## src/rtl/texture_sampler.sv

```systemverilog
// texture_sampler: point-sampling texture unit with repeat addressing.
// Converts a Q16.16 (u, v) lookup into a texel byte address, reads one
// RGBA8888 word over a ready/valid memory port and returns four
// zero-extended channels with a one-cycle valid pulse.
// Optional: define TEX_CACHE_EN to build a single-entry texel cache.
module texture_sampler #(
  parameter int DATA_WIDTH = 32,
  parameter int VEC_SIZE   = 4,
  parameter int ADDR_WIDTH = 32,
  parameter int TEX_W_LOG2 = 6,
  parameter int TEX_H_LOG2 = 6,
  parameter logic [ADDR_WIDTH-1:0] TEX_BASE = '0
) (
  input  logic                                 clk,
  input  logic                                 rst_n,
  input  logic                                 i_tex_req_valid,
  output logic                                 o_tex_req_ready,
  input  logic [DATA_WIDTH-1:0]                i_tex_u_coord,
  input  logic [DATA_WIDTH-1:0]                i_tex_v_coord,
  output logic                                 o_texel_valid,
  output logic [VEC_SIZE-1:0][DATA_WIDTH-1:0]  o_texel_color,
  output logic                                 o_mem_req_valid,
  input  logic                                 i_mem_req_ready,
  output logic [ADDR_WIDTH-1:0]                o_mem_addr,
  input  logic                                 i_mem_rvalid,
  input  logic [31:0]                          i_mem_rdata,
  input  logic                                 i_cache_inval
);

  typedef enum logic [1:0] {IDLE, ADDR, WAIT, RESP} state_t;
  state_t state;

  localparam int OFF_W = TEX_W_LOG2 + TEX_H_LOG2 + 2;

  // Only the top fraction bits select the texel; dropping the integer part wraps.
  logic [TEX_W_LOG2-1:0]  tx;
  logic [TEX_H_LOG2-1:0]  ty;
  logic [OFF_W-1:0]       texel_off;
  logic [ADDR_WIDTH-1:0]  req_addr;
  logic                   hit;

  assign tx        = i_tex_u_coord[15 -: TEX_W_LOG2];
  assign ty        = i_tex_v_coord[15 -: TEX_H_LOG2];
  // (y << W) + x is just the concatenation {y, x}; two zero bits scale by 4 bytes.
  assign texel_off = {ty, tx, 2'b00};
  assign req_addr  = TEX_BASE + ADDR_WIDTH'(texel_off);

  // Per-channel unpack of the RGBA8888 word, channel 0 in the low byte.
  logic [VEC_SIZE-1:0][DATA_WIDTH-1:0] unpacked;
  for (genvar k = 0; k < VEC_SIZE; k++) begin : g_unpack
    assign unpacked[k] = DATA_WIDTH'(i_mem_rdata[8*k +: 8]);
  end

  // Coordinate bits outside the texel selection carry no information here.
  logic unused_bits;
  assign unused_bits = ^{i_tex_u_coord, i_tex_v_coord, i_cache_inval};

`ifdef TEX_CACHE_EN
  // The cached color is o_texel_color itself: only fetches update it and a
  // hit returns it unchanged, so it always holds the data for the tag.
  logic [ADDR_WIDTH-1:0] tag;
  logic                  tag_vld;

  assign hit = tag_vld && (tag == req_addr);

  // Tag refill on fetch completion; invalidate is ordered last so it wins.
  always_ff @(posedge clk or negedge rst_n) begin
    if (!rst_n) begin
      tag     <= '0;
      tag_vld <= 1'b0;
    end else begin
      if (state == WAIT && i_mem_rvalid) begin
        tag     <= o_mem_addr;
        tag_vld <= 1'b1;
      end
      if (i_cache_inval) tag_vld <= 1'b0;
    end
  end
`else
  assign hit = 1'b0;
`endif

  // Request FSM with all handshake outputs registered.
  always_ff @(posedge clk or negedge rst_n) begin
    if (!rst_n) begin
      state           <= IDLE;
      o_tex_req_ready <= 1'b1;
      o_mem_req_valid <= 1'b0;
      o_mem_addr      <= '0;
      o_texel_valid   <= 1'b0;
      o_texel_color   <= '0;
    end else begin
      case (state)
        IDLE: if (i_tex_req_valid) begin
          o_mem_addr      <= req_addr;
          o_tex_req_ready <= 1'b0;
          if (hit) begin
            o_texel_valid <= 1'b1;
            state         <= RESP;
          end else begin
            o_mem_req_valid <= 1'b1;
            state           <= ADDR;
          end
        end
        // Read data during the request handshake is not ours yet.
        ADDR: if (i_mem_req_ready) begin
          o_mem_req_valid <= 1'b0;
          state           <= WAIT;
        end
        WAIT: if (i_mem_rvalid) begin
          o_texel_color <= unpacked;
          o_texel_valid <= 1'b1;
          state         <= RESP;
        end
        RESP: begin
          o_texel_valid   <= 1'b0;
          o_tex_req_ready <= 1'b1;
          state           <= IDLE;
        end
        default: state <= IDLE;
      endcase
    end
  end

endmodule

```

## config.mk

```make
export PLATFORM = sky130hd
export DESIGN_NAME = texture_sampler
export DESIGN_NICKNAME = d
export VERILOG_FILES = /design/src/rtl/texture_sampler.sv
export SDC_FILE = /design/constraint.sdc
export NUM_CORES = 1
export LEC_CHECK = 0
export ABC_AREA = 1
export CORE_AREA = 2 2 104 106
export CTS_CLUSTER_SIZE = 40
export DETAILED_ROUTE_END_ITERATION = 10
export DIE_AREA = 0 0 106 108
export PLACE_DENSITY_LB_ADDON = 0.12
export SLEW_MARGIN = 20
export SYNTH_ARGS = -nofsm -noshare
export SYNTH_HDL_FRONTEND = slang
export SYNTH_SLANG_ARGS = --single-unit
export TNS_END_PERCENT = 1
```

## constraint.sdc

```tcl
create_clock -name clk -period 2.9 [get_ports clk]
set_input_delay 0.29 -clock clk [delete_from_list [all_inputs] [get_ports clk]]
set_output_delay 0.29 -clock clk [all_outputs]
set_load 0.02 [all_outputs]
```

After elaboration in Yosys (flattened, before gate mapping). Cells that the tools add are included.

Register bits: 49. Bits in latches: 0. Bits in writable memories: 0. ROM bits: 0. Output and inout bits: 163. Word-level logic and storage cells: 36. Memories: 0.

$add $sub $neg: 0. $mul: 0. Divide/modulo/power cells: 0. Magnitude comparators: 0. Eq/ne operators: 6. Shift operators: 0. Mux-type cells: 11. Bitwise operators: 0. Reductions and logical operators: 10.

Operator list (number): case mux 2 bit (4 select lines) (1); AND reduction 2 bit (4); two-way mux 2 bit (3); inequality test 2 bit, second input constant (3); case mux 1 bit (2 select lines) (3); AND reduction 3 bit (2); nonzero test 2 bit (3); equality test 2 bit, second input constant (2); two-way mux 1 bit (4); equality test 2 x 1 -> 1 bit, second input constant (1); zero test 2 bit (1).

Depth between registers and ports, before layout.
Depth after elaboration: 3. Depth in mapped cells: 7.

Worst setup path before layout. OpenSTA, ideal clock, no wires.

Path type: register to register. From: register state[0]. To: register o_texel_color[0] (netlist name). Library setup time: 116 ps. Arrival time: 1053 ps. Required time: 2784 ps. Slack: 1731 ps. Cell stages (with the launch flop): 7. Buffers on the path: 1. Cells stage by stage: dfrtp_1 inv_1 ha_1 nand2_2 buf_2 nand2_1 nand2_1.

Cells in the longest elaborated chain, start to end: 2.

Ends and longest elaborated chain: start: declaration (RTL line 31) `state_t state;`; start signal: assignment (RTL line 86) `state <= IDLE;`; start signal: assignment (RTL line 99) `state <= RESP;`; start signal: assignment (RTL line 102) `state <= ADDR;`; equality test 2 bit (RTL line 93) `case (state)`; AND reduction 2 bit (no source line); end signal: assignment (RTL line 111) `o_texel_color <= unpacked;`; end: declaration (RTL line 21) `output logic [VEC_SIZE-1:0][DATA_WIDTH-1:0] o_texel_color,`.

No other way between the ends. A chain may end at the register's enable or synchronous reset.

Final worst setup path.
From: register o_tex_req_ready. To: output port o_tex_req_ready.

RTL lines: start: declaration (RTL line 17) `output logic o_tex_req_ready,`; start signal: assignment (RTL line 87) `o_tex_req_ready <= 1'b1;`; start signal: assignment (RTL line 96) `o_tex_req_ready <= 1'b0;`; start signal: assignment (RTL line 117) `o_tex_req_ready <= 1'b1;`.

No word-level cell between the ends.

==> results.toml <==
[status]
status = "finished, final reports clean"

[yosys]
synth_area_leaders = "dfrtp_1 42%, buf_4 30%, nand2_1 19%"
avgSynthCellArea_um2 = 8.34
synth_area_um2 = 2870
synth_top_area_cell = "dfrtp_1"
synthCells = 344
ys.warnings.count = 0
ys_ff_latch = 49
ys_seq_area_share_pct = 42.8
synth_top_area_share_pct = 41.8
synth_cell_types = 15

[grt]
grt_max_degree = 36
globalRouteOverflowTotal = 0
antenna_found_initial = 0
grt_pass1_vias = 1841
grt_pass1_wl_um = 9200
grt.total_usage_pct = 10.2

[die]
die_x_um = 106
io_pins = 265
die_area_um2 = 11400
initial_core_util_pct = 28.1
rows = 37
core_um2 = 10200
die_y_um = 108

[setup_path]
start_kind = "flip-flop"
path_buf_inv = 1
cp_data_required_time_ns = 2.61
worstPathCellList = "clkdlybuf4s50_1"
crit_family = "buffers and inverters"
critical-path-max-stage-delay_ns = 0.61
rrSetupSlack_ns = 1.31
end_kind = "primary output"
cp_max_fo = 2
crit_type = "flip-flop to primary output"
cp_slowest_cell = "clkdlybuf4s50_1"
crit_arrival_ns = 1.45

[drt]
wl_per_cell_um = 10.3
wirelength_um = 5950
drc = 0
firstDrtPassIters = 4
vias = 1993
first_iter_violations = 79
viasPerCell = 3.45
detail-route-antenna-nets = 0

[sta]
hold_ws_ns = 0.446
setup_viol = 0
report.final.hold_viol_count = 0
min_period_ns = 1.74
slew_violations = 0
fmax_ghz = 0.574
finClkSkew_ns = 0.00405
rsz0062_at_grt = "no"
tns_ns = 0
finalCritPeriodShare_pct = 60.1

[cts]
clock_sinks = 49
cts.htree.levels = 2
hold_buffers = 1
numCtsBuffers = 5
cts_tree = "done"
cts_setup_buffers = 0
max-clock-path-buffers = 2
cts_root_buf = "clkbuf_8"
cts_resized = 0
clock_latency_ns = 0.30
cts.reportedPaths.clkPinSlew_ns = 0.09

[placement]
dp.final_hpwl_um = 4320
dp_cells = 568
port_buffers = 95
place_congestion = 0.719

[final_layout]
layout_commonest_cell = "nand2_1"
layout.nets = 547
final_cell_mix = "145 x nand2_1, 116 x conb_1, 94 x clkdlybuf4s50_1"
stdcell_count = 577
n_antenna_cell = 0
synthToLayoutAreaGrowth_pct = 25.1
layout-drive-gt1-share_pct = 3.17

[power]
powerDensity_nw_per_um2 = 944
fin_total_pwr_uw = 3390
vdd_drop_max_v = 0.000387
p_leak_uw = 0.00193

[min_path]
hold_path.class = "input port to async pin"

[flow_run]
drv_cap = 0
[routing by layer]
| metal | up-vias | GRT usage, % | part of all wire [%] |
|---|---|---|---|
| met4 | 0 | 2.54 | 0.50 |
| li1 | 989 | - | - |
| met2 | 103 | 18.8 | 54 |
| met1 | 896 | 12.0 | 39 |
| met3 | 5 | 2.29 | 6.3 |
| met5 | - | 0 | 0 |
[cells in the mapped netlist (all sizes together)]
library cell	n
dfstp	1
nand4	2
conb	1
a22o	1
dfrtp	48
o21ai	1
nand2	147
nand3	2
buf	124
ha	5
inv	12
[cell type report]
type,count,area [um2]
Timing Repair Buffer,98,971
Clock inverter,2,10.0
Fill cell,1067,6640
Inverter,12,47.5
Tap cell,136,170
Sequential cell,49,1230
Clock buffer,6,72.6
Multi-Input combinational cell,274,1090
[kinds of logic (layout without fill, tap and decap cells)]
logic type / count (synthesis) / count (layout) / share of synthesized area [%]
AOI/OAI and AO/OA: 2 / 2 / 0.479
DFF: 49 / 49 / 42.8
adders and majority gates: 5 / 5 / 2.18
other: 1 / 116 / 0.131
and+or+nand+nor: 151 / 151 / 20.2
buffers and inverters: 136 / 118 / 34.3
[state kept, by name, indices dropped and copies added, names as in the netlist]
signal           cells
o_texel_color       32
o_tex_req_ready      1
o_texel_valid        1
o_mem_addr          12
state                2
o_mem_req_valid      1
[power by group]
part	switching [uW]	leakage (uW)	internal [uW]
clock network	230	0.0000450	168
logic	1050	0.00128	773
registers	166	0.000610	1010
total	1440	0.00193	1950
[metrics by stage]
step | setup slack [ns] | utilization, % | area [um2]
finish | 1.16 | 35.1 | 3590
global route | 1.08 | 35.1 | 3590
CTS | 1.13 | 35.1 | 3590
detailed placement | 1.23 | 34.2 | 3500
global placement | 1.22 | 34.2 | 3500
floorplan | 1.73 | - | 3300
[path summary, 6_finish.rpt]
check | start | to | cells after the start
hold / removal | rst_n | o_texel_color[69] | 2
setup reg to reg | state[0] | o_mem_addr[10] | 6
setup / recovery | o_tex_req_ready | o_tex_req_ready | 1
max in group asynchronous | rst_n | o_tex_req_ready | 3
min in group clk | o_texel_color[69] | o_texel_color[69] | 2
hold reg to reg | o_texel_color[69] | o_texel_color[69] | 2
Power figures use the tool's default switching activity.
==> edit 1: new RTL, same settings <==
The parameter `DATA_WIDTH` goes from 32 to 24.
--- a/src/rtl/texture_sampler.sv
+++ b/src/rtl/texture_sampler.sv
@@ -4,7 +4,7 @@
 // zero-extended channels with a one-cycle valid pulse.
 // Optional: define TEX_CACHE_EN to build a single-entry texel cache.
 module texture_sampler #(
-  parameter int DATA_WIDTH = 32,
+  parameter int DATA_WIDTH = 24,
   parameter int VEC_SIZE   = 4,
   parameter int ADDR_WIDTH = 32,
   parameter int TEX_W_LOG2 = 6,
Interface: changed (resized i_tex_u_coord, i_tex_v_coord and o_texel_color); port bits go from 265 to 217. No check against the original RTL was run, so the function may have changed too.
==> edit 1 against the original RTL <==
Setup slack improved by 19 ps. Sequential cell count unchanged. Cell count decreased by 5.5%. Clock power increased by 13%. Wire length decreased by 3.8%. Total power increased by 0.36%. Synthesized area decreased by 8.4%. Cell area decreased by 2.8%. Register-to-register slack got worse by 40 ps.
==> edit 1: results (changes against the original RTL) <==
Clocking
  – Clock transition at path regs: 100 ps
  – Post-CTS Setup Bufs: 0 (unchanged)
  – Cts hold-fix bufs: 1 (unchanged)
  – Cells resized by post-CTS repair: 0 (unchanged)
  – CTS Buf Count: 5 (unchanged)
  – H-tree depth: 2 (unchanged)
  – Later-pin clock latency in the skew report: 300 ps (about the same)
  – Root buf cell: clkbuf_8
  – Clk buf depth: 2 (unchanged)

Critical path
  – Slowest stage delay, CP: 600 ps
  – Crit path to: o_tex_req_ready
  – R2r worst-path depth: 6 (unchanged)
  – Startpoint Class: flip-flop
  – Critical Path Start: o_tex_req_ready
  – Critical R2R Launch: state[0]
  – Critical path peak fanout: 2 (unchanged)
  – CP top delay family: buffers and inverters
  – Max stage delay cell, worst path: clkdlybuf4s50_1
  – R2R setup slack: 1270 ps (-40 ps)
  – CP arrival: 1430 ps (-20 ps)
  – R2r endpoint: o_texel_valid

Worst hold path
  – Hold WC Path Type: in -> async

Synth
  – Post-synth ARST share: 100.0% (unchanged)
  – Distinct cells, synth: 15 (unchanged)
  – Seq/Total Area, Yosys: 46.67% (+3.9 points)
  – Dominant synthesized flop cell: dfrtp_1
  – Mapped Cells: 312 (-9.3%)
  – Commonest cells in the netlist: nand2_1 (145), buf_4 (84), dfrtp_1 (48), inv_1 (11), ha_1 (5)
  – Synth top area cells: dfrtp_1 (46%), buf_4 (24%), nand2_1 (21%), ha_1 (2.4%), buf_6 (1.7%)
  – Warnings from Yosys: 0 (unchanged)

STA
  – Clock skew: 9.099 ps (+5.052 ps)
  – Crit share post-route: 59.44% (-0.67 points)

Layout
  – Antenna diodes: 0 (unchanged)
  – Largest regs: o_texel_color: 32 flops, o_mem_addr: 12 flops, state: 2 flops
  – Layout Nets: 499 (-8.8%)
  – Post-route insts no fill: 545 (-5.5%)
  – Layout cells sized above 1: 3.667% (+0.49 points)

Pwr
  – Lkg Pwr: 1.839 nW (-4.9%)
  – Peak VDD IR: 394.7 uV (+2.0%)

Placement
  – Port Buf Inserts: 95 (unchanged)
  – Setup WS pre-CTS: 1190 ps (-37.90 ps)
  – Inst Count DP: 536 (-5.6%)
  – DP HPWL: 4136 um (-4.3%)
  – Placer Congestion: 0.7088 (-1.4%)

Routing
  – Total vias in the final route: 1927 (-3.3%)
  – WL/cell: 10.50 um (+1.8%)
  – Detailed Routing Iterations Pass 1: 4 (unchanged)
  – Drt initial violations: 38 (-52%)

Outcome
  – Outcome: finished clean

Global routing
  – Pin count of the biggest net entering global routing: 34 (-5.6%)
  – Vias in the first global route: 1722 (-6.5%)
  – First-pass GRT wire length: 8645 um (-6.0%)
  – Total Routing Usage GR: 9.732% (-0.48 points)
  – Initial antenna violation count: 0 (unchanged)
-- edit 1: power breakdown --
part / internal (mW) / switching, mW / leakage [nW]
Sequential: 1.01 / 0.172 / 0.610
Clock: 0.216 / 0.233 / 0.0542
Combinational: 0.773 / 1.00 / 1.17
Total: 2.00 / 1.41 / 1.84
-- edit 1: cell families (layout without fill, tap and decap cells) --
group,after synthesis,count (layout),synth area share (%)
buf+inv,104,118,28.26
fa+ha+maj,5,5,2.379
flops,49,49,46.67
compound gates,2,2,0.5232
other cells,1,84,0.1426
simple gates,151,151,22.03
-- edit 1: stage by stage --
step	utilization [%]	instance area, um^2
4_1_cts	34.10	3488
3_5_place_dp	33.01	3377
6_report	34.10	3488
2_1_floorplan	-	2942
5_1_grt	34.10	3488
3_3_place_gp	33.01	3377
-- edit 1: cell type report --
type	instances	area [um^2]
fillers	1093	6743
flip-flops and latches	49	1227
multi-input cells	242	970.9
repair buffers	98	970.9
well taps	136	170.2
clock buffers	7	96.34
inverters	12	47.55
clock inverters	1	5.005
-- edit 1: worst min-delay path by stage --
stage,start,cells after the start,to,slack [ps]
detailed placement,rst_n,1,o_mem_addr[12],250
CTS,rst_n,2,o_mem_addr[12],450
global route,rst_n,2,o_mem_addr[12],490
floorplan,rst_n,0,o_mem_addr[10],-6
global placement,rst_n,1,o_mem_addr[12],250
finish,rst_n,2,o_mem_addr[12],450
-- edit 1: layer usage --
metal  wire [um]  global-route usage, %  part of all wire (%)  vias up
met3         398                  2.532                   7.0        8
li1            -                      -                     -      953
met4          68                  3.102                   1.2        0
met1        2386                  11.71                    42      870
met2        2869                  17.05                    50       96
met5           0                      0                     0        -
==> edit 2: new RTL, same settings <==
Made on the original files. The 4 states of `state_t` get a Gray code encoding in 2 bits.
--- a/src/rtl/texture_sampler.sv
+++ b/src/rtl/texture_sampler.sv
@@ -27,7 +27,7 @@
   input  logic                                 i_cache_inval
 );
 
-  typedef enum logic [1:0] {IDLE, ADDR, WAIT, RESP} state_t;
+  typedef enum logic [1:0] {IDLE = 2'b00, ADDR = 2'b01, WAIT = 2'b11, RESP = 2'b10} state_t;
   state_t state;
 
   localparam int OFF_W = TEX_W_LOG2 + TEX_H_LOG2 + 2;
Behaviour: same outputs for any inputs over 10 cycles, from zero or initial values and one cycle with rst_n low; not proved beyond that.
==> edit 2 against the original RTL <==
Total power grew 2.8%. Sequential share of layout area is 0.33 points lower. Sequential cell count unchanged. Count of clock-buffer cells in the layout decreased by 1. Setup slack worse by 15 ps. Wire length shrank 9.1%. Cell area grew 0.98%. Synthesized area decreased by 0.39%. Critical path type unchanged. Largest cell class unchanged. Largest power group unchanged.
==> edit 2: results (changes against the original RTL) <==
Global routing
  – First-pass GRT wire length: 8266 um (-10%)
  – Total Routing Usage GR: 9.087% (-1.1 points)
  – Grt met3 use: 3.376% (+1.1 points)
  – Met2 GRT Util: 14.10% (-4.7 points)
  – Vias in the first global route: 1632 (-11%)
  – Met1 usage: 11.93% (-0.093 points)
  – Initial antenna violation count: 0 (unchanged)
  – Pin count of the biggest net entering global routing: 42 (+17%)

Clocking
  – Cells resized by post-CTS repair: 0 (unchanged)
  – Clk buf depth: 2 (unchanged)
  – Later-pin clock latency in the skew report: 300 ps (about the same)
  – Root buf cell: clkbuf_8
  – CTS Buf Count: 5 (unchanged)
  – Post-CTS Setup Bufs: 0 (unchanged)
  – Clock transition at path regs: 100 ps

Routing
  – Total vias in the final route: 1885 (-5.4%)
  – Met2 routed WL: 2488 um (-23%)
  – Vias per cell: 3.378 (-2.2%)
  – Drt initial violations: 67 (-15%)
  – Routed wl met3: 552 um (+48%)
  – WL/cell: 9.688 um (-6.0%)
  – Met1 Routed Length: 2343 um (+1.7%)
  – Top layer in use: met4
  – Detailed Routing Iterations Pass 1: 4 (unchanged)

Pwr
  – Sequential power: 1.18 mW
  – Sw Ratio: 39.48% (-3.0 points)
  – NetSw: 1.375 mW (-4.6%)
  – Peak VDD IR: 341.6 uV (-12%)
  – Lkg Pwr: 1.915 nW (-0.96%)
  – Combinational power: 1.73 mW (-5%)

Critical path
  – CP arrival: 1470 ps (+20 ps)
  – Max stage delay cell, worst path: clkdlybuf4s50_1
  – CP top delay family: buffers and inverters
  – Critical Path Start: o_tex_req_ready
  – Critical R2R Launch: state[0]

Worst hold path
  – Hold WC Path Type: reg -> reg
  – Hold Startpoint: o_tex_req_ready

Layout
  – Design area: 3625 um^2 (+0.98%)
  – Layout cells sized above 1: 6.635% (+3.5 points)
  – Antenna diodes: 0 (unchanged)
  – Largest regs: o_texel_color: 32 flops, o_mem_addr: 12 flops, state: 2 flops
  – Fillers: 1096 (+2.7%)
  – Layout Nets: 523 (-4.4%)

Synth
  – Synth top area cells: dfrtp_1 (42%), buf_4 (31%), nand2_1 (10%), inv_1 (4.6%), o21ai_2 (4.0%)
  – Seq/Total Area, Yosys: 42.93% (+0.17 points)
  – Distinct cells, synth: 19 (+4)
  – Adder-cell area share of the yosys netlist: 0% (-2.2 points)
  – Complex-gate fraction of the synthesized area: 7.746% (+7.3 points)
  – Commonest cells in the netlist: buf_4 (117), nand2_1 (77), dfrtp_1 (48), inv_1 (35), o21ai_1 (17)
  – Warnings from Yosys: 0 (unchanged)
  – Mapped Cells: 326 (-5.2%)

Placement
  – Cell Area, Placed: 3478 um^2 (-0.54%)
  – Placer Congestion: 0.6457 (-10%)
  – Port Buf Inserts: 95 (unchanged)
  – Inst Count DP: 549 (-3.3%)
  – Setup WS pre-CTS: 865.5 ps (-362.2 ps)
  – DP HPWL: 3978 um (-7.9%)

STA
  – Clock skew: 8.381 ps (+4.333 ps)
  – Final Hold Fails: 0 (unchanged)

Outcome
  – Outcome: finished clean
==> edit 2: repair_timing <==
item	in CTS	in global routing
hold endpoints to repair	0	1
hold buffers	0	1
setup endpoints to repair	0	0
==> edit 2: path summary, 6_finish.rpt <==
path | endpoint | slack [ps] | cells after the start
max | o_tex_req_ready | 1140 | 1
min | o_tex_req_ready | 470 | 2
max reg2reg | o_texel_color[98] | 1260 | 4
min reg2reg | o_tex_req_ready | 470 | 2
max in group asynchronous | o_texel_color[3] | 1820 | 3
min in group asynchronous | o_mem_addr[11] | 510 | 2
==> edit 2: cells by family (layout without fill, tap and decap cells) <==
group / Yosys count / in the layout
AO/OA/AOI/OAI: 34 / 34
buffers and inverters: 161 / 142
flip-flops: 49 / 49
other: 1 / 116
AND/OR/NAND/NOR: 81 / 81
==> edit 2: layout make-up <==
type | instances | area share, %
sequential | 49 | 33.86
clock inverter | 3 | 1.795
multi-input combinational | 231 | 26.82
tap | 136 | 4.695
clock buffer | 5 | 1.899
timing repair buffer | 98 | 27.20
inverter | 36 | 3.728
